**src/rtl/msj_setpoint_shaper.sv**
```systemverilog
// Setpoint shaper: debounced jog buttons and host loads set a clamped target;
// sp slews toward it at max_step per tick, with a hold (freeze) state.
module msj_setpoint_shaper #(
    parameter int CLOCK_SPEED_HZ = 50_000_000,
    parameter int DEBOUNCE_MS    = 10,
    parameter int BUTTON_STEP    = 10,
    parameter int SP_MAX         = 100000,
    parameter int SP_MIN         = -100000
) (
    input  logic               clock,
    input  logic               reset,
    input  logic               tick,
    input  logic               target_valid,
    input  logic signed [31:0] target_in,
    input  logic        [15:0] max_step,
    input  logic               pull_button_n,
    input  logic               release_button_n,
    input  logic               zero_button_n,
    input  logic               hold,
    output logic signed [31:0] sp,
    output logic signed [31:0] target,
    output logic               busy,
    output logic               at_target
);

    localparam longint unsigned DB_RAW =
        (longint'(DEBOUNCE_MS) * longint'(CLOCK_SPEED_HZ)) / 1000;
    localparam int unsigned DB_CYCLES = (DB_RAW < 1) ? 1 : int'(DB_RAW);
    localparam int unsigned CW        = $clog2(DB_CYCLES + 1);

    typedef enum logic [1:0] {IDLE, RAMP, HOLD} state_t;

    state_t state, state_next;

    // Button bit order: [0] pull, [1] release, [2] zero; levels are active-low.
    logic [2:0]    raw;
    logic [2:0]    sync1, sync2, stable;
    logic [CW-1:0] cnt [3];
    logic          pull_on, release_on, zero_on;

    assign raw = {zero_button_n, release_button_n, pull_button_n};

    // Counter only runs while the synchronized level differs from the debounced
    // one, so any bounce back to the debounced level restarts it.
    always_ff @(posedge clock or posedge reset) begin
        if (reset) begin
            sync1  <= '1;
            sync2  <= '1;
            stable <= '1;
            for (int unsigned i = 0; i < 3; i++) cnt[i] <= '0;
        end else begin
            sync1 <= raw;
            sync2 <= sync1;
            for (int unsigned i = 0; i < 3; i++) begin
                if (sync2[i] == stable[i]) begin
                    cnt[i] <= '0;
                end else if (cnt[i] == CW'(DB_CYCLES - 1)) begin
                    stable[i] <= sync2[i];
                    cnt[i]    <= '0;
                end else begin
                    cnt[i] <= cnt[i] + CW'(1);
                end
            end
        end
    end

    assign pull_on    = ~stable[0];
    assign release_on = ~stable[1];
    assign zero_on    = ~stable[2];

    logic signed [31:0] sp_next, target_next;
    logic signed [32:0] tgt_ext, sp_ext, diff, jog;
    logic        [32:0] mag;

    always_comb begin
        tgt_ext = {target[31], target};
        sp_ext  = {sp[31], sp};
        diff    = tgt_ext - sp_ext;
        mag     = diff[32] ? 33'(-diff) : 33'(diff);
        jog     = tgt_ext;

        sp_next = sp;
        if (!hold && state == RAMP && tick) begin
            if (max_step == '0 || mag <= {17'b0, max_step})
                sp_next = target;
            else if (diff[32])
                sp_next = sp - $signed({16'b0, max_step});
            else
                sp_next = sp + $signed({16'b0, max_step});
        end

        target_next = target;
        if (hold || state == HOLD) begin
            target_next = sp;
        end else if (zero_on) begin
            target_next = '0;
        end else if (target_valid) begin
            if (target_in > SP_MAX)      target_next = SP_MAX;
            else if (target_in < SP_MIN) target_next = SP_MIN;
            else                         target_next = target_in;
        end else if (tick && (pull_on != release_on)) begin
            jog = pull_on ? tgt_ext + 33'(BUTTON_STEP) : tgt_ext - 33'(BUTTON_STEP);
            if (jog > 33'(SP_MAX))      target_next = SP_MAX;
            else if (jog < 33'(SP_MIN)) target_next = SP_MIN;
            else                        target_next = jog[31:0];
        end
    end

    // Transitions look at next-cycle sp/target so busy and at_target settle together.
    always_comb begin
        state_next = state;
        if (hold) begin
            state_next = HOLD;
        end else begin
            case (state)
                IDLE:    if (sp_next != target_next) state_next = RAMP;
                RAMP:    if (sp_next == target_next) state_next = IDLE;
                HOLD:    state_next = IDLE;
                default: state_next = IDLE;
            endcase
        end
    end

    always_ff @(posedge clock or posedge reset) begin
        if (reset) begin
            state  <= IDLE;
            sp     <= '0;
            target <= '0;
        end else begin
            state  <= state_next;
            sp     <= sp_next;
            target <= target_next;
        end
    end

    assign busy      = (state == RAMP);
    assign at_target = (sp == target);

endmodule
```
**config.mk**
```make
export PLATFORM = sky130hd
export DESIGN_NAME = msj_setpoint_shaper
export DESIGN_NICKNAME = d
export VERILOG_FILES = /design/src/rtl/msj_setpoint_shaper.sv
export SDC_FILE = /design/constraint.sdc
export NUM_CORES = 1
export LEC_CHECK = 0
export ABC_AREA = 0
export CAP_MARGIN = 25
export CORE_UTILIZATION = 55
export CTS_BUF_LIST = sky130_fd_sc_hd__clkbuf_4 sky130_fd_sc_hd__clkbuf_8
export DETAILED_ROUTE_END_ITERATION = 6
export GPL_TIMING_DRIVEN = 0
export HOLD_SLACK_MARGIN = 0.08
export PLACE_DENSITY = 0.73
export SLEW_MARGIN = 10
export SYNTH_ARGS = -nofsm -noshare
export SYNTH_HDL_FRONTEND = slang
export SYNTH_SLANG_ARGS = --single-unit
```
**constraint.sdc**
```tcl
create_clock -name clock -period 13.3 [get_ports clock]
set_input_delay 3.99 -clock clock [delete_from_list [all_inputs] [get_ports clock]]
set_output_delay 3.99 -clock clock [all_outputs]
set_load 0.005 [all_outputs]
```
Word level (Yosys, flattened, before mapping):

Index checks and enable logic that the tools add are counted.

* reduce and logical (&&, ||, !) cells: 12
* $lt $le $gt $ge: 5
* bitwise gates (word level): 5
* $add $sub $neg: 9
* mux-type cells: 23
* equality and inequality tests: 14

Operators with widths (number)
* 32-bit 2-to-1 mux: 11
* 19-bit 2-to-1 mux: 6
* 33-bit 2-to-1 mux: 2
* 32-bit == test: 2
* 19-bit by 1-bit adder with 19-bit output (second input constant): 3
* 19-bit == test (second input constant): 3
* 32-bit by 5-bit adder with 33-bit output (second input constant): 1
* 33-bit by 18-bit greater-than comparator with 1-bit output (second input constant): 1
* 33-bit by 16-bit less-or-equal comparator with 1-bit output: 1
* 33-bit by 18-bit less-than comparator with 1-bit output (second input constant): 1
* 33-bit negation: 1
* 32-bit by 32-bit subtractor with 33-bit output: 1
* 32-bit by 5-bit subtractor with 33-bit output (second input constant): 1
* 32-bit by 17-bit adder with 32-bit output: 1
* 32-bit by 18-bit greater-than comparator with 1-bit output (second input constant): 1
* 32-bit by 18-bit less-than comparator with 1-bit output (second input constant): 1
* 32-bit inequality test: 1
* 32-bit by 17-bit subtractor with 32-bit output: 1
* 16-bit logical NOT: 1
* 2-bit AND reduction: 4
* 2-bit 2-to-1 mux: 3
* 1-bit inverter: 5
* 2-bit case mux with 2 select lines: 1
* 1-bit == test: 3
* other kinds (9): 12

* register bits: 132
* logic and storage cells: 79

Logic depth before layout (Yosys ltp):

Gate-level depths: netlist (run 1).

* depth in word-level cells: 13
* gate-level depth with buffers: 34

Worst setup path after synthesis (run 1):

OpenSTA, ideal clock, no wires.

* kind: input to register
* start point: input port max_step[4]
* end point: register state[0]
* buffers on the path: 0
* stages on the path: 26
* slack: 4620 ps
* required time: 13201 ps
* arrival: 8580 ps
* setup time: 99 ps
* cell sequence: inv_1 -> nand4_1 -> nor4_1 -> nand2_1 -> nor2_1 -> nand3_1 -> nor2_1 -> ha_1 -> mux2i_1 -> ha_1 -> a21o_1 -> a21oi_1 -> nor2_1 -> a21oi_1 -> o211ai_1 -> a31oi_1 -> o21ai_0 -> o41a_1 -> a311o_1 -> a21oi_1 -> xnor2_1 -> mux2i_1 -> o21ai_0 -> xor2_1 -> nor3_1 -> a311oi_1

* word-level cells in the longest chain between the ends: 7

RTL lines
* start: declaration: line 15 `input logic [15:0] max_step,`
* 32-bit by 17-bit adder with 32-bit output, or another cell as far along: line 89 `sp_next = sp + $signed({16'b0, max_step});`
* 32-bit 2-to-1 mux / 1-bit logical OR (equally long branches): line 86, 84
* 32-bit 2-to-1 mux *: line 84 `if (max_step == '0 || mag <= {17'b0, max_step})`
* 32-bit 2-to-1 mux *: line 83 `if (!hold && state == RAMP && tick) begin`
* net sp_next[31]: line 71 `logic signed [31:0] sp_next, target_next;`
* 32-bit inequality test / 32-bit == test (equally long branches): line 116, 117
* 3-bit inequality test (no source line) / 3-bit by 2-bit inequality test with 1-bit output (equally long branches)
* 2-bit AND reduction (no source line) *
* end signal: assignment: line 130 `state <= state_next;`
* end: declaration: line 33 `state_t state, state_next;`

Mark *: on every way through the listed nets, which the timed path passes. The rest lies on a longest branch.
A chain may end at the register's enable or synchronous reset.

Worst setup path after layout (run 1):

Same ends and word-level chain as after synthesis.

==> results of run 1 <==
stage by stage:
step,utilization (%),instance area [um^2],instances
after floorplan,-,15100,1966
after CTS,63.8,17200,2461
final,63.8,17200,2461
after global placement,62.2,16800,2428
after detailed placement,62.3,16800,2429
after global routing,63.8,17200,2461
final cells by class:
class	instances	area (um^2)	area share [%]
Timing Repair Buffer	122	1240	7.20
Sequential cell	132	3310	19.3
Tap cell	341	427	2.48
Clock inverter	15	184	1.07
Clock buffer	17	234	1.36
Inverter	86	328	1.91
Multi-Input combinational cell	1660	11100	64.5
Buffer	88	385	2.24
flip-flops by register name (all words and copies together) (netlist names):
name and cells:
stable 3, sync2 3, sync1 3, cnt 57
state 2, sp 32, target 32
power by group:
group	leakage (nW)	switching, mW	internal [mW]	total, mW
clock network	0.201	0.206	0.160	0.366
logic	5.54	2.49	1.74	4.23
registers	1.71	0.185	0.484	0.669
Yosys cell counts, drive strengths merged, types with 14 or more instances:
library cell,n,share of area (%)
nand2,176,4.4
nor2,175,4.3
o21ai,151,5.0
dfrtp,123,20
a21oi,122,4.1
ha,116,9.6
inv,86,2.1
xnor2,85,4.9
nand3,84,2.8
xor2,77,4.5
clkbuf,70,1.7
nor3,47,1.6
a21o,45,2.2
nand4,40,1.7
and3,37,1.5
nor4,31,1.3
or3,28,1.2
a211oi,27,1.5
and2,27,1.1
mux2i,24,1.6
nand2b,24,0.99
o21a,24,1.2
o31ai,22,1.1
or2,22,0.91
a211o,21,1.2
o211ai,20,1.0
buf,18,0.81
o22ai,16,0.66
a31oi,14,0.58
routing by layer:
metal	vias to the layer above	share of wire, %	global-route usage [%]
met5	-	0	0
met4	0	4.0	15.8
met3	148	10	7.99
met2	914	43	57.6
met1	7638	43	50.1
li1	7616	-	-
cell families (layout without fill, tap and decap cells):
group,after synthesis,after routing,share of synthesized area (%)
fa+ha+maj,119,119,10.0
mux,31,31,2.11
flops,132,132,21.9
xor+xnor,162,162,9.39
compound gates,602,602,27.0
simple gates,746,746,24.9
buf+inv,174,328,4.68
worst max path at each step:
stage	start	endpoint	slack, ps	depth (start not counted)
after global placement	max_step[4]	state[0]$_DFFE_PP0P_	2750	26
after detailed placement	max_step[4]	state[0]$_DFFE_PP0P_	2680	26
after floorplan	max_step[4]	state[0]$_DFFE_PP0P_	4620	26
after CTS	max_step[4]	state[0]$_DFFE_PP0P_	3080	26
after global routing	max_step[4]	state[0]$_DFFE_PP0P_	2340	26
final	max_step[4]	state[0]$_DFFE_PP0P_	2720	26
critical path: stages:
cell and delay, ps:
clkdlybuf4s50_1 470, inv_1 210, nand4_1 230, nor4_1 310, nand2_1 140, nor2_1 200
nand3_1 380, or3_1 470, clkbuf_1 260, nand2_1 220, ha_1 290, a21oi_1 210
nor2_1 80, a21oi_1 260, o211ai_1 150, a31oi_1 340, o21ai_0 210, o41a_1 380
a311o_1 360, a21oi_1 170, xnor2_1 140, mux2i_1 80, o21ai_0 320, xor2_1 530
nor3_1 150, a311oi_1 340
==> results.yml, run 1 <==
setup_path:
  reg2reg_from: "sp[27]$_DFF_PP0_"
  crit_path_end_kind: "flip-flop"
  r2r_slack_ps: 3470
  r2r_end: "state[0]$_DFFE_PP0P_"
  start_kind: "input pin"
  crit_arrival_ps: 10910
  rr_worst_depth: 33
  critical_path_class: "in -> reg"
  cp_max_fo: 10
  required_ps: 13640
finish:
  final_cell_mix: "nand2_1 (176), nor2_1 (175), o21ai_0 (144)"
  syn2layout_area_growth_pct: 13.8
  insertedDiodeCount: 0
  drive_above_1_share_pct: 5.52
  nets: 2282
  layout_commonest_cell: "nand2_1"
  num-fill-cells: 2430
clock_tree:
  clk_latency_ps: 460
  cts_tree: "done"
  htreeDepth: 4
  cts_resized: 0
  hold_buffers: 0
  cts_buffers: 17
  clock-sinks: 132
  clk_pin_slew_ps: 90
  cts_root_buffer: "clkbuf_8"
  cts_setup_buffers: 0
  clk_path_buf_depth: 2
logic_synthesis:
  async_flop_share_pct: 100
  syn_area_mm2: 0.0151
  synth_nets: 2141
  syn_inst: 1966
  ys_warn_count: 0
  synth_cell_types: 93
  synth_area_per_cell_um2: 7.69
  ys.flop_type: "dfrtp_1"
  yosysSeqAreaShare_pct: 21.9
  synth-seq-cells: 132
  synth-edff-count: 0
sta:
  tightestPinTransition_ps: 982
  finalCritPeriodShare_pct: 79.5
  setup_violations: 0
  timing.slew.headroom_pct: 33.9
  whs_ps: 345
  maxSlewViolCount: 0
  post-route-min-period_ps: 10580
  rsz0062_at_grt: "no"
  finalSetupTns_ps: 0
  skew_ps: 21.1
  max_freq_ghz: 0.0946
  timing.final.ws_setup_ps: 2720
  finalHoldViolations: 0
pwr:
  p_total_mw: 5.26
  ir_worst_vdd_v: 0.000160
  leakagePower_nw: 7.46
  power.density_mw_per_mm2: 306
routing:
  wl_per_cell_um: 21.5
  postRouteAntennaNets: 0
  viasPerCell: 6.63
  vias: 16300
  dr.pass1.iters: 6
  wirelength_mm: 52.9
  drc: 0
  drtIter0Drc: 1866
grt:
  antenna_found_initial: 0
  grt-ovfl-total: 0
  grt_pass1_wl_mm: 82.0
  grt_use_total_pct: 37.2
  grt_max_degree: 72
  grt_pass1_vias: 15100
job:
  cap_violations: 0
run_status:
  outcome: "finished, final reports clean"
placement:
  port_buffers: 121
  gp_congestion: 0.989
  dp_worst_setup_slack_ps: 2680
  place_hpwl_mm: 42.7
min_path:
  min_path_type: "reg -> reg"
  hold_end: "sync2[2]$_DFF_PP1_"
  min_from: "sync1[2]$_DFF_PP1_"
  hold_path_depth: 0
die:
  ios: 122
  placementRows: 60
  die_h_um: 168
  die_w_um: 168
  dieArea_mm2: 0.0282
  core-area_mm2: 0.0270
  start_util_pct: 56.1
(Power assumes the default switching activity.)
==> run 2, diff against run 1 <==
--- a/config.mk
+++ b/config.mk
@@ -12,7 +12,7 @@
 export DETAILED_ROUTE_END_ITERATION = 6
 export GPL_TIMING_DRIVEN = 0
 export HOLD_SLACK_MARGIN = 0.08
-export PLACE_DENSITY = 0.73
+export PLACE_DENSITY = 0.76
 export SLEW_MARGIN = 10
 export SYNTH_ARGS = -nofsm -noshare
 export SYNTH_HDL_FRONTEND = slang
==> constraint.sdc (replaced) <==
create_clock -name clock -period 8.9 [get_ports clock]
set_input_delay 2.67 -clock clock [delete_from_list [all_inputs] [get_ports clock]]
set_output_delay 2.67 -clock clock [all_outputs]
set_load 0.005 [all_outputs]
==> results.yml, run 2 (synthesized netlist as in run 1, its figures left out) <==
finish:
  layout_commonest_cell: "nand2_1"
  largest_register_ffs: 57
  final_core_util_pct: 64.2
  fin_area_mm2: 0.0173
  insertedDiodeCount: 0
  syn2layout_area_growth_pct: 14.4
  final_cell_mix: "nand2_1 (176), nor2_1 (174), o21ai_0 (143)"
  largest-register: "cnt"
  largest_registers: "cnt x57, sp x32, target x32"
  nets: 2282
  num-fill-cells: 2420
  drive_above_1_share_pct: 6.13
routing:
  drtIter0Drc: 2172
  drc: 0
  dr.pass1.iters: 6
  viasPerCell: 6.67
  vias: 16400
  postRouteAntennaNets: 0
  wirelength_mm: 53.5
  wl_per_cell_um: 21.7
placement:
  dpl-instance-area_mm2: 0.0168
  port_buffers: 121
  place_hpwl_mm: 42.9
  gp_congestion: 0.993
setup_path:
  required_ps: 9260
  rr_worst_depth: 30
  start_kind: "input pin"
  reg2reg_from: "sp[8]$_DFF_PP0_"
  crit_arrival_ps: 8900
  crit_start: "max_step[4]"
  crit_path_end_kind: "flip-flop"
  cp_max_fo: 10
  critical_path_class: "in -> reg"
die:
  die_w_um: 168
  start_util_pct: 56.1
  dieArea_mm2: 0.0282
  ios: 122
  placementRows: 60
  die_h_um: 168
  core-area_mm2: 0.0270
min_path:
  hold_path_depth: 0
  min_path_type: "reg -> reg"
  min_from: "sync1[0]$_DFF_PP1_"
sta:
  setup_violations: 0
  post-route-min-period_ps: 8540
  finalCritPeriodShare_pct: 96.0
  max_freq_ghz: 0.117
  skew_ps: 20.1
  finalHoldViolations: 0
  tightestPinTransition_ps: 982
  maxSlewViolCount: 0
  timing.slew.headroom_pct: 34.5
  finalSetupTns_ps: 0
  rsz0062_at_grt: "no"
clock_tree:
  clk_pin_slew_ps: 110
  clk_path_buf_depth: 2
  cts_buffers: 17
  clock-sinks: 132
  cts_root_buffer: "clkbuf_8"
  cts_tree: "done"
  htreeDepth: 4
  clk_latency_ps: 470
  cts_setup_buffers: 0
pwr:
  ir_worst_vdd_v: 0.000215
  leakagePower_nw: 7.50
  power.density_mw_per_mm2: 461
run_status:
  outcome: "finished, final reports clean"
grt:
  grt_pass1_wl_mm: 82.7
  grt_use_total_pct: 37.5
  grt_pass1_vias: 15300
  grt-ovfl-total: 0
  antenna_found_initial: 0
  grt_max_degree: 72
job:
  cap_violations: 0
run 2: timing repair:
item	CTS	global route
resized for setup	3	16
pin swaps	1	1
hold buffers	0	0
endpoints found under the setup margin	1	1
run 2: path summary, 6_finish.rpt:
kind | slack, ps | to
min in group asynchronous | 2650 | cnt[55]$_DFF_PP0_
worst min register to register | 360 | sync2[0]$_DFF_PP1_
max in group asynchronous | 5470 | target[22]$_DFF_PP0_
worst max-delay path | 360 | state[0]$_DFFE_PP0P_
worst min-delay path | 360 | sync2[0]$_DFF_PP1_
worst max register to register | 430 | state[0]$_DFFE_PP0P_
run 2: worst max-delay path, stage by stage:
cell and delay, ps:
clkdlybuf4s50_1 460, inv_1 180, nand4_1 250, nor4_2 250, nand2_1 130, nor2_2 200
nand3_4 180, or3_1 380, clkbuf_1 260, nand2_1 220, ha_1 290, a21oi_1 250
nor2_1 110, a21oi_2 200, o211ai_1 140, a31oi_2 260, o21ai_0 200, o41a_1 390
a311o_1 370, a21oi_1 180, xnor2_1 140, mux2i_1 90, o21ai_1 210, xor2_1 440
nor3_1 140, a311oi_1 290
run 2: layout make-up:
cell class	count	area, um^2	area share (%)
inverters	86	328	1.90
clock buffers	17	234	1.35
well taps	341	427	2.47
plain buffers	88	390	2.26
multi-input cells	1660	11200	64.5
clock inverters	15	208	1.20
flip-flops and latches	132	3310	19.2
repair buffers	122	1240	7.16
run 2: stage by stage:
stage | std cells | setup WS (ps) | hold WS (ps) | total power [mW]
2_1_floorplan | 1966 | 1540 | 345 | 5.46
3_3_place_gp | 2428 | -408 | 346 | 7.05
3_5_place_dp | 2429 | -503 | 347 | 7.14
4_1_cts | 2461 | 4.68 | 356 | 7.78
5_1_grt | 2461 | 58.6 | 363 | 8.58
6_report | 2461 | 359 | 359 | 7.97
run 2: layer usage:
| metal | wire [um] | up-vias | global-route usage, % |
|---|---|---|---|
| met5 | 0 | - | 0 |
| met4 | 2260 | 0 | 15.2 |
| met3 | 5210 | 173 | 6.11 |
| met1 | 22700 | 7721 | 51.3 |
| met2 | 23300 | 925 | 58.8 |
| li1 | - | 7589 | - |
run 2: report_power, final:
group | internal (mW) | switching, mW
registers | 0.722 | 0.284
logic | 2.62 | 3.77
clock network | 0.268 | 0.313
total | 3.61 | 4.37
==> run 3, diff against run 2 <==
--- a/config.mk
+++ b/config.mk
@@ -13,7 +13,7 @@
 export GPL_TIMING_DRIVEN = 0
 export HOLD_SLACK_MARGIN = 0.08
 export PLACE_DENSITY = 0.76
-export SLEW_MARGIN = 10
+export SLEW_MARGIN = 25
 export SYNTH_ARGS = -nofsm -noshare
 export SYNTH_HDL_FRONTEND = slang
 export SYNTH_SLANG_ARGS = --single-unit
==> results.yml, run 3 (synthesized netlist as in run 1, its figures left out) <==
finish:
  largest_register_ffs: 57
  final_cell_mix: "nand2_1 (176), nor2_1 (174), o21ai_0 (143)"
  largest-register: "cnt"
  num-fill-cells: 2394
  syn2layout_area_growth_pct: 14.4
  layout_commonest_cell: "nand2_1"
  drive_above_1_share_pct: 6.13
  final_core_util_pct: 64.2
  insertedDiodeCount: 0
  nets: 2282
  largest_registers: "cnt x57, sp x32, target x32"
pwr:
  internal_power_mw: 3.60
  ir_worst_vdd_v: 0.000237
  leakagePower_nw: 7.50
  power_frac_clock_pct: 7.2
  power.density_mw_per_mm2: 460
  p_sw_mw: 4.35
  p_total_mw: 7.95
  comb_power_share_pct: 80.1
  seqPwrFrac_pct: 12.6
  switching_share_pct: 54.7
placement:
  gp_congestion: 0.993
  place_hpwl_mm: 42.9
  port_buffers: 121
  dp_worst_setup_slack_ps: -527
sta:
  tightestPinTransition_ps: 1070
  skew_ps: 23.0
  finalHoldViolations: 0
  finalCritPeriodShare_pct: 95.0
  post-route-min-period_ps: 8450
  max_freq_ghz: 0.118
  timing.final.ws_setup_ps: 446
  rsz0062_at_grt: "no"
  finalSetupTns_ps: 0
  whs_ps: 355
  maxSlewViolCount: 0
  setup_violations: 0
  timing.slew.headroom_pct: 29.0
grt:
  grt_pass1_vias: 15200
  grt_use_total_pct: 37.6
  antenna_found_initial: 0
  grt-ovfl-total: 0
  grt_max_degree: 101
  grt_pass1_wl_mm: 83.2
routing:
  viasPerCell: 6.67
  wirelength_mm: 53.3
  vias: 16400
  dr.pass1.iters: 7
  drtIter0Drc: 1939
  wl_per_cell_um: 21.7
  drc: 0
  postRouteAntennaNets: 0
setup_path:
  cp_slowest_stage_delay_ps: 460
  crit_arrival_ps: 8820
  r2r_slack_ps: 480
  required_ps: 9270
  reg2reg_from: "sp[8]$_DFF_PP0_"
  crit_cells: 26
  start_kind: "input pin"
  r2r_end: "state[0]$_DFFE_PP0P_"
  critPathTopFamily: "compound AO/OA/AOI/OAI gates"
  rr_worst_depth: 30
  cp_num_buf_inv: 3
  crit_slowest_cell: "clkdlybuf4s50_1"
  crit_path_end_kind: "flip-flop"
  crit_start: "max_step[4]"
  cp_max_fo: 10
  critical_path_class: "in -> reg"
clock_tree:
  clock-sinks: 132
  htreeDepth: 4
  cts_root_buffer: "clkbuf_8"
  clk_path_buf_depth: 2
  cts_buffers: 17
  cts_tree: "done"
  clk_latency_ps: 470
  clk_pin_slew_ps: 110
die:
  die_w_um: 168
  ios: 122
  placementRows: 60
  core-area_mm2: 0.0270
  die_h_um: 168
  start_util_pct: 56.1
  dieArea_mm2: 0.0282
min_path:
  min_from: "sync1[1]$_DFF_PP1_"
  min_path_type: "reg -> reg"
  hold_end: "sync2[1]$_DFF_PP1_"
  hold_path_depth: 0
job:
  cap_violations: 0
run_status:
  outcome: "finished, final reports clean"
[run 3: how the worst max path moves through the flow]
stage	to
detailed placement	state[0]$_DFFE_PP0P_
global placement	state[0]$_DFFE_PP0P_
floorplan	state[0]$_DFFE_PP0P_
global route	state[0]$_DFFE_PP0P_
CTS	state[0]$_DFFE_PP0P_
finish	state[0]$_DFFE_PP0P_
[run 3: metal layers]
metal / wire length, um / share of wire [%] / up-vias / track usage [%]
met5: 0 / 0 / - / 0
met4: 2050 / 3.8 / 0 / 15.3
met3: 5320 / 10 / 143 / 6.35
met2: 23300 / 44 / 930 / 58.7
met1: 22700 / 43 / 7727 / 51.7
li1: - / - / 7608 / -
[run 3: worst reg2reg max path: cells and delay by family (launching register included)]
family | cells | cell delay [ps]
AOI/OAI and AO/OA | 16 | 4060
xor gates and xnor gates | 1 | 170
adders and majority gates | 2 | 640
buffers and inverters | 4 | 1390
DFF | 1 | 530
and+or+nand+nor | 7 | 1500
[run 3: area by class of cell]
cell class                      count  area [um^2]  share of cell area, %
Clock inverter                     15          208                   1.20
Tap cell                          341          427                   2.47
Clock buffer                       17          234                   1.35
Inverter                           86          330                   1.91
Timing Repair Buffer              122         1240                   7.16
Buffer                             88          390                   2.26
Multi-Input combinational cell   1660        11200                   64.5
Sequential cell                   132         3310                   19.2
[run 3: metrics by stage]
step / instance area [um^2] / instances
2_1_floorplan: 15100 / 1966
3_3_place_gp: 16800 / 2428
3_5_place_dp: 16800 / 2429
4_1_cts: 17200 / 2461
5_1_grt: 17300 / 2461
6_report: 17300 / 2461
[run 3: power by group through the flow]
stage	Sequential, mW	Clock [mW]	Combinational (mW)
after floorplan	0.877	0	4.58
after global routing	1.01	0.598	6.99
after CTS	0.993	0.580	6.21
final	1.00	0.574	6.37
after detailed placement	1.00	0	6.14
after global placement	1.00	0	6.05
[run 3: timing repair]
action,in CTS,in global routing
buffers inserted,0,0
pin swaps,0,1
gates resized for setup,3,16
setup endpoints to repair,1,1
hold buffers,0,0
